`src/rtl/jt6295_sh_rst_n.sv`:
```
`default_nettype none
// ============================================================================
//  Module   : jt6295_sh_rst_n
//  Purpose  : Clock-enabled delay line with asynchronous active-low clear.
//             WIDTH independent bit lanes, each STAGES flops deep. Used by the
//             ADPCM decoder to align pipeline side signals and to recirculate
//             per-voice state (STAGES=4 with four time-multiplexed voices
//             hands each voice its own previous result).
//  Ports    :
//    clk     in   1      system clock, rising edge
//    rst     in   1      asynchronous clear, active-low (0 = clear)
//    clk_en  in   1      shift enable
//    din     in   WIDTH  data into stage 0
//    drop    out  WIDTH  last stage, din delayed by STAGES enabled edges
//  Revision : 1.0 - initial release
// ============================================================================
module jt6295_sh_rst_n #(
  parameter int WIDTH  = 5,
  parameter int STAGES = 32
) (
  input  logic             clk,
  input  logic             rst,
  input  logic             clk_en,
  input  logic [WIDTH-1:0] din,
  output logic [WIDTH-1:0] drop
);

  // stage[k] holds the value captured k+1 enabled edges ago
  logic [WIDTH-1:0] stage [STAGES];

  genvar k;
  generate
    for (k = 0; k < STAGES; k++) begin : g_stage
      logic [WIDTH-1:0] feed;

      // stage 0 takes the input, every later stage takes its predecessor
      if (k == 0) begin : g_head
        assign feed = din;
      end else begin : g_body
        assign feed = stage[k-1];
      end

      // A clock edge that coincides with reset release sees rst low and
      // keeps clearing, so the first capture is the first edge after release.
      always_ff @(posedge clk or negedge rst) begin
        if (!rst) begin
          stage[k] <= '0;
        end else if (clk_en) begin
          stage[k] <= feed;
        end
      end
    end
  endgenerate

  // No output register: drop is the last stage itself.
  assign drop = stage[STAGES-1];

endmodule
`default_nettype wire

```
`config.mk`:
```
export PLATFORM = sky130hd
export DESIGN_NAME = jt6295_sh_rst_n
export DESIGN_NICKNAME = d
export VERILOG_FILES = /design/src/rtl/jt6295_sh_rst_n.sv
export SDC_FILE = /design/constraint.sdc
export NUM_CORES = 1
export LEC_CHECK = 0
export ABC_AREA = 1
export CAP_MARGIN = 0
export CORE_UTILIZATION = 45
export CTS_CLUSTER_SIZE = 12
export DETAILED_ROUTE_END_ITERATION = 12
export PLACE_DENSITY = 0.7
export SLEW_MARGIN = 20
export SYNTH_ARGS = -nofsm -noshare
export SYNTH_HDL_FRONTEND = slang
export SYNTH_SLANG_ARGS = --single-unit
export TNS_END_PERCENT = 10
```
`constraint.sdc`:
```
create_clock -name clk -period 0.9 [get_ports clk]
set_input_delay 0.18 -clock clk [delete_from_list [all_inputs] [get_ports clk]]
set_output_delay 0.18 -clock clk [all_outputs]
set_load 0.005 [all_outputs]
```
==> flow_metrics.py <==
metrics = {
    "status": {
        "status": "finished with violations",
        "violations": "negative setup slack",
    },
    "logic_synthesis": {
        "synth_cell_types": 6,
        "synth_cells": 676,
        "seq_area_frac_synth": 0.660,
        "synth_top_cell_by_area": "dfrtp_1",
        "synth.yosys.warnings": 0,
        "synth_nets": 684,
        "synth_top_area_frac": 0.660,
        "synth.avg_cell_area_sq_um": 8.97,
        "netlist_area_sq_um": 6060,
        "netlist_top_cells_area": "dfrtp_1, nand2_1, buf_6",
        "ys_ff_latch": 160,
    },
    "worst_setup_path": {
        "cp.required_ns": 0.72,
        "crit_arrival_ns": 0.91,
        "path_buf_inv": 1,
        "crit_path_end_kind": "output pin",
        "critPathKind": "register to output pin",
        "crit_family": "flip-flops",
        "start_kind": "register",
        "slowest_delay_ns": 0.37,
        "crit_path_max_fanout": 2,
        "path_cells": "buf_2",
        "crit_slowest_cell": "dfrtp_1",
    },
    "sta": {
        "tightest_slew_ns": 0.384,
        "setup-violations-final": 5,
        "setup_slack_ns": -0.194,
        "hold_viol_final": 0,
        "period_share": 1.22,
        "rsz0062_at_grt": "yes",
        "slew_headroom": 0.744,
        "period_minus_slack_ns": 1.09,
        "slew_viol_final": 0,
        "fin_skew_ns": 0.0130,
        "max_freq_mhz": 914,
        "timing.hold.ws_ns": 0.137,
    },
    "die": {
        "num_rows": 42,
        "die_h_um": 118,
        "fp.coreArea_sq_um": 13200,
        "dieArea_sq_um": 13900,
        "pin_count": 13,
        "die_w_um": 118,
        "start_util": 0.460,
    },
    "drt": {
        "drtAntennaViolNets": 0,
        "viasPerCell": 4.60,
        "routed_wirelength_um": 9880,
        "wl_per_cell_um": 11.2,
        "vias": 4065,
        "drc": 0,
        "drt_first_pass_iters": 5,
        "drt_iter0_markers": 336,
    },
    "clocking": {
        "root_buffer": "clkbuf_16",
        "clockBufferDepth": 2,
        "clk_pin_slew_worst_paths_ns": 0.06,
        "cts_made_buffers": 17,
        "ctsHtreeMaxLevel": 4,
        "insertion_delay_ns": 0.42,
        "cts_sinks": 160,
        "cts_tree": "built",
    },
    "layout": {
        "post-route-util": 0.534,
        "multiInputGateArea_sq_um": 1800,
        "nets": 705,
        "regArea_sq_um": 4000,
        "diodes": 0,
        "design_area_sq_um": 7040,
        "drive_gt1_frac": 0.0819,
        "nFillCells": 1136,
        "synthToLayoutAreaGrowth_pct": 16.2,
    },
    "grt": {
        "grt_remaining_overflow": 0,
        "grt_pass1_vias": 4067,
        "grt_util_all_layers": 0.162,
        "grt_pass1_wl_um": 18100,
        "antenna_found_initial": 0,
        "grt_max_degree": 42,
    },
    "placed_design": {
        "dpl.hpwl_um": 6040,
        "io_buffers": 12,
        "dpl_cell_area_sq_um": 6470,
        "gp_congestion": 0.701,
        "detailedPlace.worstSlack_ns": -0.107,
    },
    "min_path": {
        "hold_class": "input pin to register",
    },
    "pwr": {
        "powerDensity_nw_per_um2": 2470,
        "ir_worst_vdd_uv": 1280,
        "p_leak_nw": 4.01,
    },
    "run": {
        "maxCapViolations": 0,
    },
}
-- cell usage after synthesis --
| cell | n |
|---|---|
| dfrtp_1 | 160 |
| buf_6 | 12 |
| nand2_1 | 480 |
| buf_2 | 22 |
| buf_4 | 1 |
| inv_4 | 1 |
-- state kept, by name (all words and copies together), names as in the netlist --
name,count
drop,5
g_stage.feed,155
-- metal layers --
layer / vias to the layer above / wire length (um) / global-route usage / share of wire
met4: 0 / 78 / 0.0529 / 0.0079
met1: 1955 / 4760 / 0.204 / 0.48
met2: 43 / 4770 / 0.265 / 0.48
li1: 2060 / - / - / -
met5: - / 0 / 0 / 0
met3: 7 / 265 / 0.0523 / 0.027
-- layout make-up --
| type | instances | area share |
|---|---|---|
| inverter | 1 | 0.000888 |
| multi-input combinational | 480 | 0.256 |
| clock inverter | 7 | 0.0156 |
| timing repair buffer | 37 | 0.0616 |
| tap | 176 | 0.0313 |
| sequential | 160 | 0.568 |
| clock buffer | 23 | 0.0664 |
-- cell usage in the layout (no fill, tap or decap), drive strengths merged --
cell type and count:
clkdlybuf4s50 5, clkinv 4, nand2 480, buf 31, dfrtp 160, dlygate4sd3 1
clkbuf 23, inv 1, bufinv 3
-- worst paths after layout --
kind	start	end	slack, ns	cells after the start
worst max-delay path	drop[0]$_DFFE_PN0P_	drop[0]	-0.19	1
worst min-delay path	clk_en	g_stage[21].feed[4]$_DFFE_PN0P_	0.14	4
worst max register to register	drop[2]$_DFFE_PN0P_	drop[2]$_DFFE_PN0P_	0.20	3
worst min register to register	g_stage[17].feed[3]$_DFFE_PN0P_	g_stage[18].feed[3]$_DFFE_PN0P_	0.46	2
max in group asynchronous	rst	g_stage[7].feed[1]$_DFFE_PN0P_	0.22	3
min in group asynchronous	rst	g_stage[27].feed[1]$_DFFE_PN0P_	0.21	2
-- repair_timing --
item | 4_1_cts | 5_1_grt
buffers inserted | 1 | 0
hold buffers | 1 | 0
setup endpoints to repair | 5 | 5
hold endpoints to repair | 160 | 0
gates resized for setup | 18 | 0
-- power breakdown --
group | switching [W] | internal [W] | leakage (nW)
clock | 0.00265 | 0.00446 | 0.287
combinational | 0.000889 | 0.000618 | 1.56
sequential | 0.000550 | 0.00823 | 2.16
-- cells by family (layout without fill, tap and decap cells) --
group	after synthesis	after routing	share of synthesized area
DFF	160	160	0.660
buffers and inverters	36	68	0.0427
and+or+nand+nor	480	480	0.297
-- through the flow --
step / setup TNS (ns) / instances / total power, W
final: -0.952 / 884 / 0.0174
after global routing: -1.14 / 884 / 0.0183
after CTS: -1.03 / 884 / 0.0176
after detailed placement: -3.38 / 852 / 0.0104
after global placement: -1.44 / 852 / 0.0103
after floorplan: 0 / 676 / 0.00981
Power figures use the tool's default switching activity.
==> RTL edit 1: new RTL, config.mk and constraints unchanged <==
The parameter `STAGES` goes from 32 to 64.
--- a/src/rtl/jt6295_sh_rst_n.sv
+++ b/src/rtl/jt6295_sh_rst_n.sv
@@ -16,7 +16,7 @@
 // ============================================================================
 module jt6295_sh_rst_n #(
   parameter int WIDTH  = 5,
-  parameter int STAGES = 32
+  parameter int STAGES = 64
 ) (
   input  logic             clk,
   input  logic             rst,
Behaviour: same outputs for any inputs over 10 cycles, from zero or initial values and one cycle with rst low; that may be too few to reach the edited logic, so the function may still have changed.
==> RTL edit 1 against the unedited design <==
The flow still finishes with violations (setup timing); routed wire length up 94%; non-clock buffer count up 18; final area up 96%; synthesized area up 100%; sequential cell count up 160; sequential power up 82%; total power up 80%; worst hold slack worse by 0.058 ns; fmax down 6.8%; setup slack worse by 0.080 ns; critical path type unchanged; critical endpoint is now drop[2]; largest power group unchanged; highest routed layer unchanged.
==> RTL edit 1: results (changes against the unedited design) <==
Placed inst area = 12690 um^2 (+96%)
Synth top area cells = dfrtp_1 65%, nand2_1 29%, buf_6 3.1%, buf_2 0.94%, buf_4 0.80%
Worst hold path type = in -> async
Global-route wire length before repair = 35370 um (+95%)
Post-synth top cells = 960 x nand2_1, 320 x dfrtp_1, 34 x buf_6
Routed vias = 8003 (+97%)
Clk buf depth = 3 (+1)
H-tree levels = 2 (-2)
Synth async-reset ratio = 100.0% (unchanged)
CTS root buffer = clkbuf_16
Fraction of layout cells with a size suffix above 1 = 7.061% (-1.1 points)
Layout Nets = 1380 (+96%)
Detailed Routing Iterations Pass 1 = 5 (unchanged)
Vias in the first global route = 7894 (+94%)
Failing checks = setup timing
Clock skew = 0.009398 ns (-0.003558 ns)
GRT Util Overall = 14.88% (-1.3 points)
Finished Layout Cells = 1723 (+95%)
CP max-delay cell = dfrtp_1
Syn avg cell area = 9.044 um^2 (+0.81%)
Antenna violations before repair = 0 (unchanged)
Leak pwr = 7.921 nW (+98%)
Reg clk slew, reported paths = 0.06 ns (about the same)
Post-synthesis cell type count = 7 (+1)
Post-Syn Nets = 1360 (+99%)
CTS Buf Count = 34 (+17)
Synth warnings = 0 (unchanged)
Worst VDD drop = 1.535 mV (+20%)
Number of diodes = 0 (unchanged)
GPL Wtd Cong = 0.6986 (-0.37%)
Critical Path RT = 0.72 ns (about the same)
Sequential fraction of the synthesis area = 65.49% (-0.53 points)
Max FFs per register = 315 (+100%)
Largest delay share family, worst path = flip-flops
Outcome = complete, but fails checks
Worst Max-Slew Pin Slew = 0.3925 ns (+0.008177 ns)
Critical Path Max Stage Delay = 0.37 ns (about the same)
Final Worst Setup Slack = -0.2741 ns (-0.08020 ns)
DP Wirelength = 10900 um (+80%)
Largest net degree at the start of global routing = 88 (+110%)
Maximum fanout along the worst path = 2 (unchanged)
Drt wl/cell = 11.11 um (-0.54%)
Clk Latency, worst-skew pair = 0.50 ns (+0.08 ns)
Primary FF master, synth = dfrtp_1
Final setup viols = 5 (unchanged)
Initial DRC Count = 584 (+74%)
[RTL edit 1: changes by cell type after synthesis, sizes merged]
cell / unedited run / this run
nand2: 480 / 960
dfrtp: 160 / 320
buf: 35 / 71
[RTL edit 1: timing repair]
| action | in CTS | in global routing |
|---|---|---|
| endpoints found under the setup margin | 5 | 5 |
| gates resized for setup | 20 | 0 |
| endpoints found under the hold margin | 320 | 0 |
| setup buffers | 1 | 2 |
| hold buffers | 1 | 0 |
[RTL edit 1: kinds of logic after synthesis]
family        Yosys count  share of synthesized area [%]
buf+inv                72                          5.044
simple gates          960                          29.47
flops                 320                          65.49
[RTL edit 1: cell type report]
class                   count  area [um^2]
fillers                  2297        12580
flip-flops and latches    320         8008
multi-input cells         960         3603
clock buffers              50         1065
repair buffers             55        655.6
well taps                 335        419.2
inverters                   1        11.26
clock inverters             2        10.01
[RTL edit 1: routing by layer]
layer	track usage [%]	vias up	share of wire, %	wire, um
met5	0	-	0	0
met4	4.871	0	2.0	374
met3	2.614	30	2.9	549
met2	24.47	85	46	8739
met1	20.07	3809	50	9486
li1	-	4079	-	-
[RTL edit 1: through the flow]
step           util (%)  power, W  TNS [ns]  worst slack [ns]
2_1_floorplan         -   0.01747         0           0.09139
3_3_place_gp      48.15   0.01811    -1.223           -0.1098
3_5_place_dp      48.15   0.01821    -1.124           -0.1195
4_1_cts           52.20   0.03173    -1.489           -0.3005
5_1_grt           52.26   0.03270    -1.545           -0.3127
6_report          52.26   0.03127    -1.359           -0.2741
[RTL edit 1: power by group]
part / internal, W / leakage (nW) / switching (W) / total [W]
logic: 0.000723 / 2.99 / 0.00124 / 0.00196
clock network: 0.00810 / 0.533 / 0.00526 / 0.0134
registers: 0.0154 / 4.39 / 0.000525 / 0.0160
[RTL edit 1: final timing paths]
check	slack (ns)	endpoint	cells past startpoint	startpoint
max	-0.27	drop[2]	1	drop[2]
min	0.08	g_stage[17].feed[0]	2	rst
max reg2reg	0.19	drop[0]	3	drop[0]
min reg2reg	0.46	g_stage[35].feed[3]	2	g_stage[34].feed[3]
max in group asynchronous	0.21	g_stage[49].feed[3]	4	rst
min in group clk	0.11	g_stage[18].feed[2]	4	clk_en
==> RTL edit 2: new RTL, same flow settings <==
Made on the original files. Register the output `drop`, cleared by the reset; this adds one clock of latency there.
--- a/src/rtl/jt6295_sh_rst_n.sv
+++ b/src/rtl/jt6295_sh_rst_n.sv
@@ -53,7 +53,13 @@
   endgenerate
 
   // No output register: drop is the last stage itself.
-  assign drop = stage[STAGES-1];
+  always_ff @(posedge clk or negedge rst) begin
+    if (!rst) begin
+      drop <= '0;
+    end else begin
+      drop <= stage[STAGES-1];
+    end
+  end
 
 endmodule
 `default_nettype wire
Formal check against the unedited RTL: no difference found for any inputs over 10 cycles, from zero or initial values and one cycle with rst low; that may be too few to reach the edited logic, so the function may still have changed.
==> RTL edit 2 against the unedited design <==
The run still ends with setup timing left; final cell count grew 0.79%; count of clock-buffer cells in the layout grew 3; setup slack gained 0.019 ns; total power shrank 0.14%; synthesized area grew 2.0%; routed wire length grew 1.7%; final area grew 2.4%; worst hold slack lost 0.084 ns; sequential cell count grew 5; first-iteration DRC count shrank 21%; clock skew shrank 0.0093 ns; non-clock buffer count grew 3; sequential power grew 2.7%; critical path depth is the same; largest cell class unchanged.
==> RTL edit 2: results (changes against the unedited design) <==
Outcome = complete, but fails checks
Failing checks = setup timing
Post-Syn Nets = 689 (+0.73%)
Critical Path Max Stage Delay = 0.35 ns (-0.02 ns)
Met1 wire length = 4794 um (+0.63%)
Placed inst area = 6666 um^2 (+3.0%)
Detailed Routing Iterations Pass 1 = 4 (-1)
Met2 routed WL = 4693 um (-1.6%)
Largest net degree at the start of global routing = 51 (+21%)
GPL Wtd Cong = 0.7181 (+2.4%)
Antenna violations before repair = 0 (unchanged)
Drt wl/cell = 11.27 um (+0.86%)
CTS Buf Count = 17 (unchanged)
Vias in the first global route = 4205 (+3.4%)
Maximum fanout along the worst path = 1 (-1)
Final setup viols = 5 (unchanged)
Postcts setup bufs = 0 (-1)
Fraction of layout cells with a size suffix above 1 = 8.531% (+0.34 points)
Final Worst Setup Slack = -0.1753 ns (+0.01868 ns)
Synth top area cells = dfrtp_1 67%, nand2_1 29%, buf_6 2.0%, buf_2 1.8%, buf_4 0.24%
DP Wirelength = 6349 um (+5.1%)
Clock skew = 0.003616 ns (-0.009339 ns)
Routed vias = 4143 (+1.9%)
Initial DRC Count = 267 (-21%)
Layout Nets = 713 (+1.1%)
Worst VDD drop = 1.399 mV (+9.1%)
CTS root buffer = clkbuf_16
Worst Max-Slew Pin Slew = 0.2646 ns (-0.1198 ns)
Crit path from = drop[1]
DR WL met3 = 347 um (+31%)
Leak pwr = 4.091 nW (+2.1%)
Sequential fraction of the synthesis area = 66.75% (+0.73 points)
-- RTL edit 2: cell count changes after synthesis, sizes merged --
cell / before / now
dfrtp: 160 / 165
-- RTL edit 2: path summary, 6_finish.rpt --
path / slack (ns) / endpoint / cells past startpoint
min in group asynchronous: 0.13 / g_stage[6].feed[0] / 2
min: 0.05 / g_stage[6].feed[4] / 3
max in group asynchronous: 0.31 / g_stage[18].feed[1] / 3
max: -0.18 / drop[1] / 1
min reg2reg: 0.38 / drop[4] / 0
max reg2reg: 0.26 / g_stage[8].feed[0] / 2
-- RTL edit 2: layout make-up --
cell class,count,area share (%)
Tap cell,176,3.053
Multi-Input combinational cell,480,24.98
Sequential cell,165,57.24
Clock inverter,3,0.5898
Clock buffer,26,7.199
Timing Repair Buffer,40,6.852
Inverter,1,0.08673
-- RTL edit 2: report_power, final --
group	leakage (nW)	internal, W	switching, W	total [W]
Combinational	1.59	0.000646	0.000906	0.00155
Clock	0.274	0.00419	0.00261	0.00680
Sequential	2.23	0.00846	0.000558	0.00902
-- RTL edit 2: logic make-up after synthesis --
kind of cell | after synthesis
simple gates | 480
flops | 165
buf+inv | 36
-- RTL edit 2: routing by layer --
metal / up-vias / global-route usage, %
met1: 1998 / 20.28
met2: 48 / 26.60
met5: - / 0
met4: 0 / 7.753
met3: 18 / 5.220
li1: 2079 / -
-- RTL edit 2: stage by stage --
stage                     util [%]  instances  worst slack [ns]  power, W  TNS [ns]
after floorplan                  -        681           0.06075   0.01004         0
after global placement       49.94        861          -0.07478   0.01057   -0.7551
after detailed placement     49.94        861          -0.07957   0.01071    -1.260
after CTS                    54.04        891           -0.2022   0.01761   -0.9711
after global routing         54.04        891           -0.2173   0.01828    -1.047
final                        54.04        891           -0.1753   0.01737   -0.8508
-- RTL edit 2: repair_timing --
item / in CTS / in global routing
pin swaps: 0 / 0
gates resized for setup: 18 / 0
endpoints found under the setup margin: 5 / 5
hold endpoints to repair: 165 / 0
hold buffers: 1 / 0
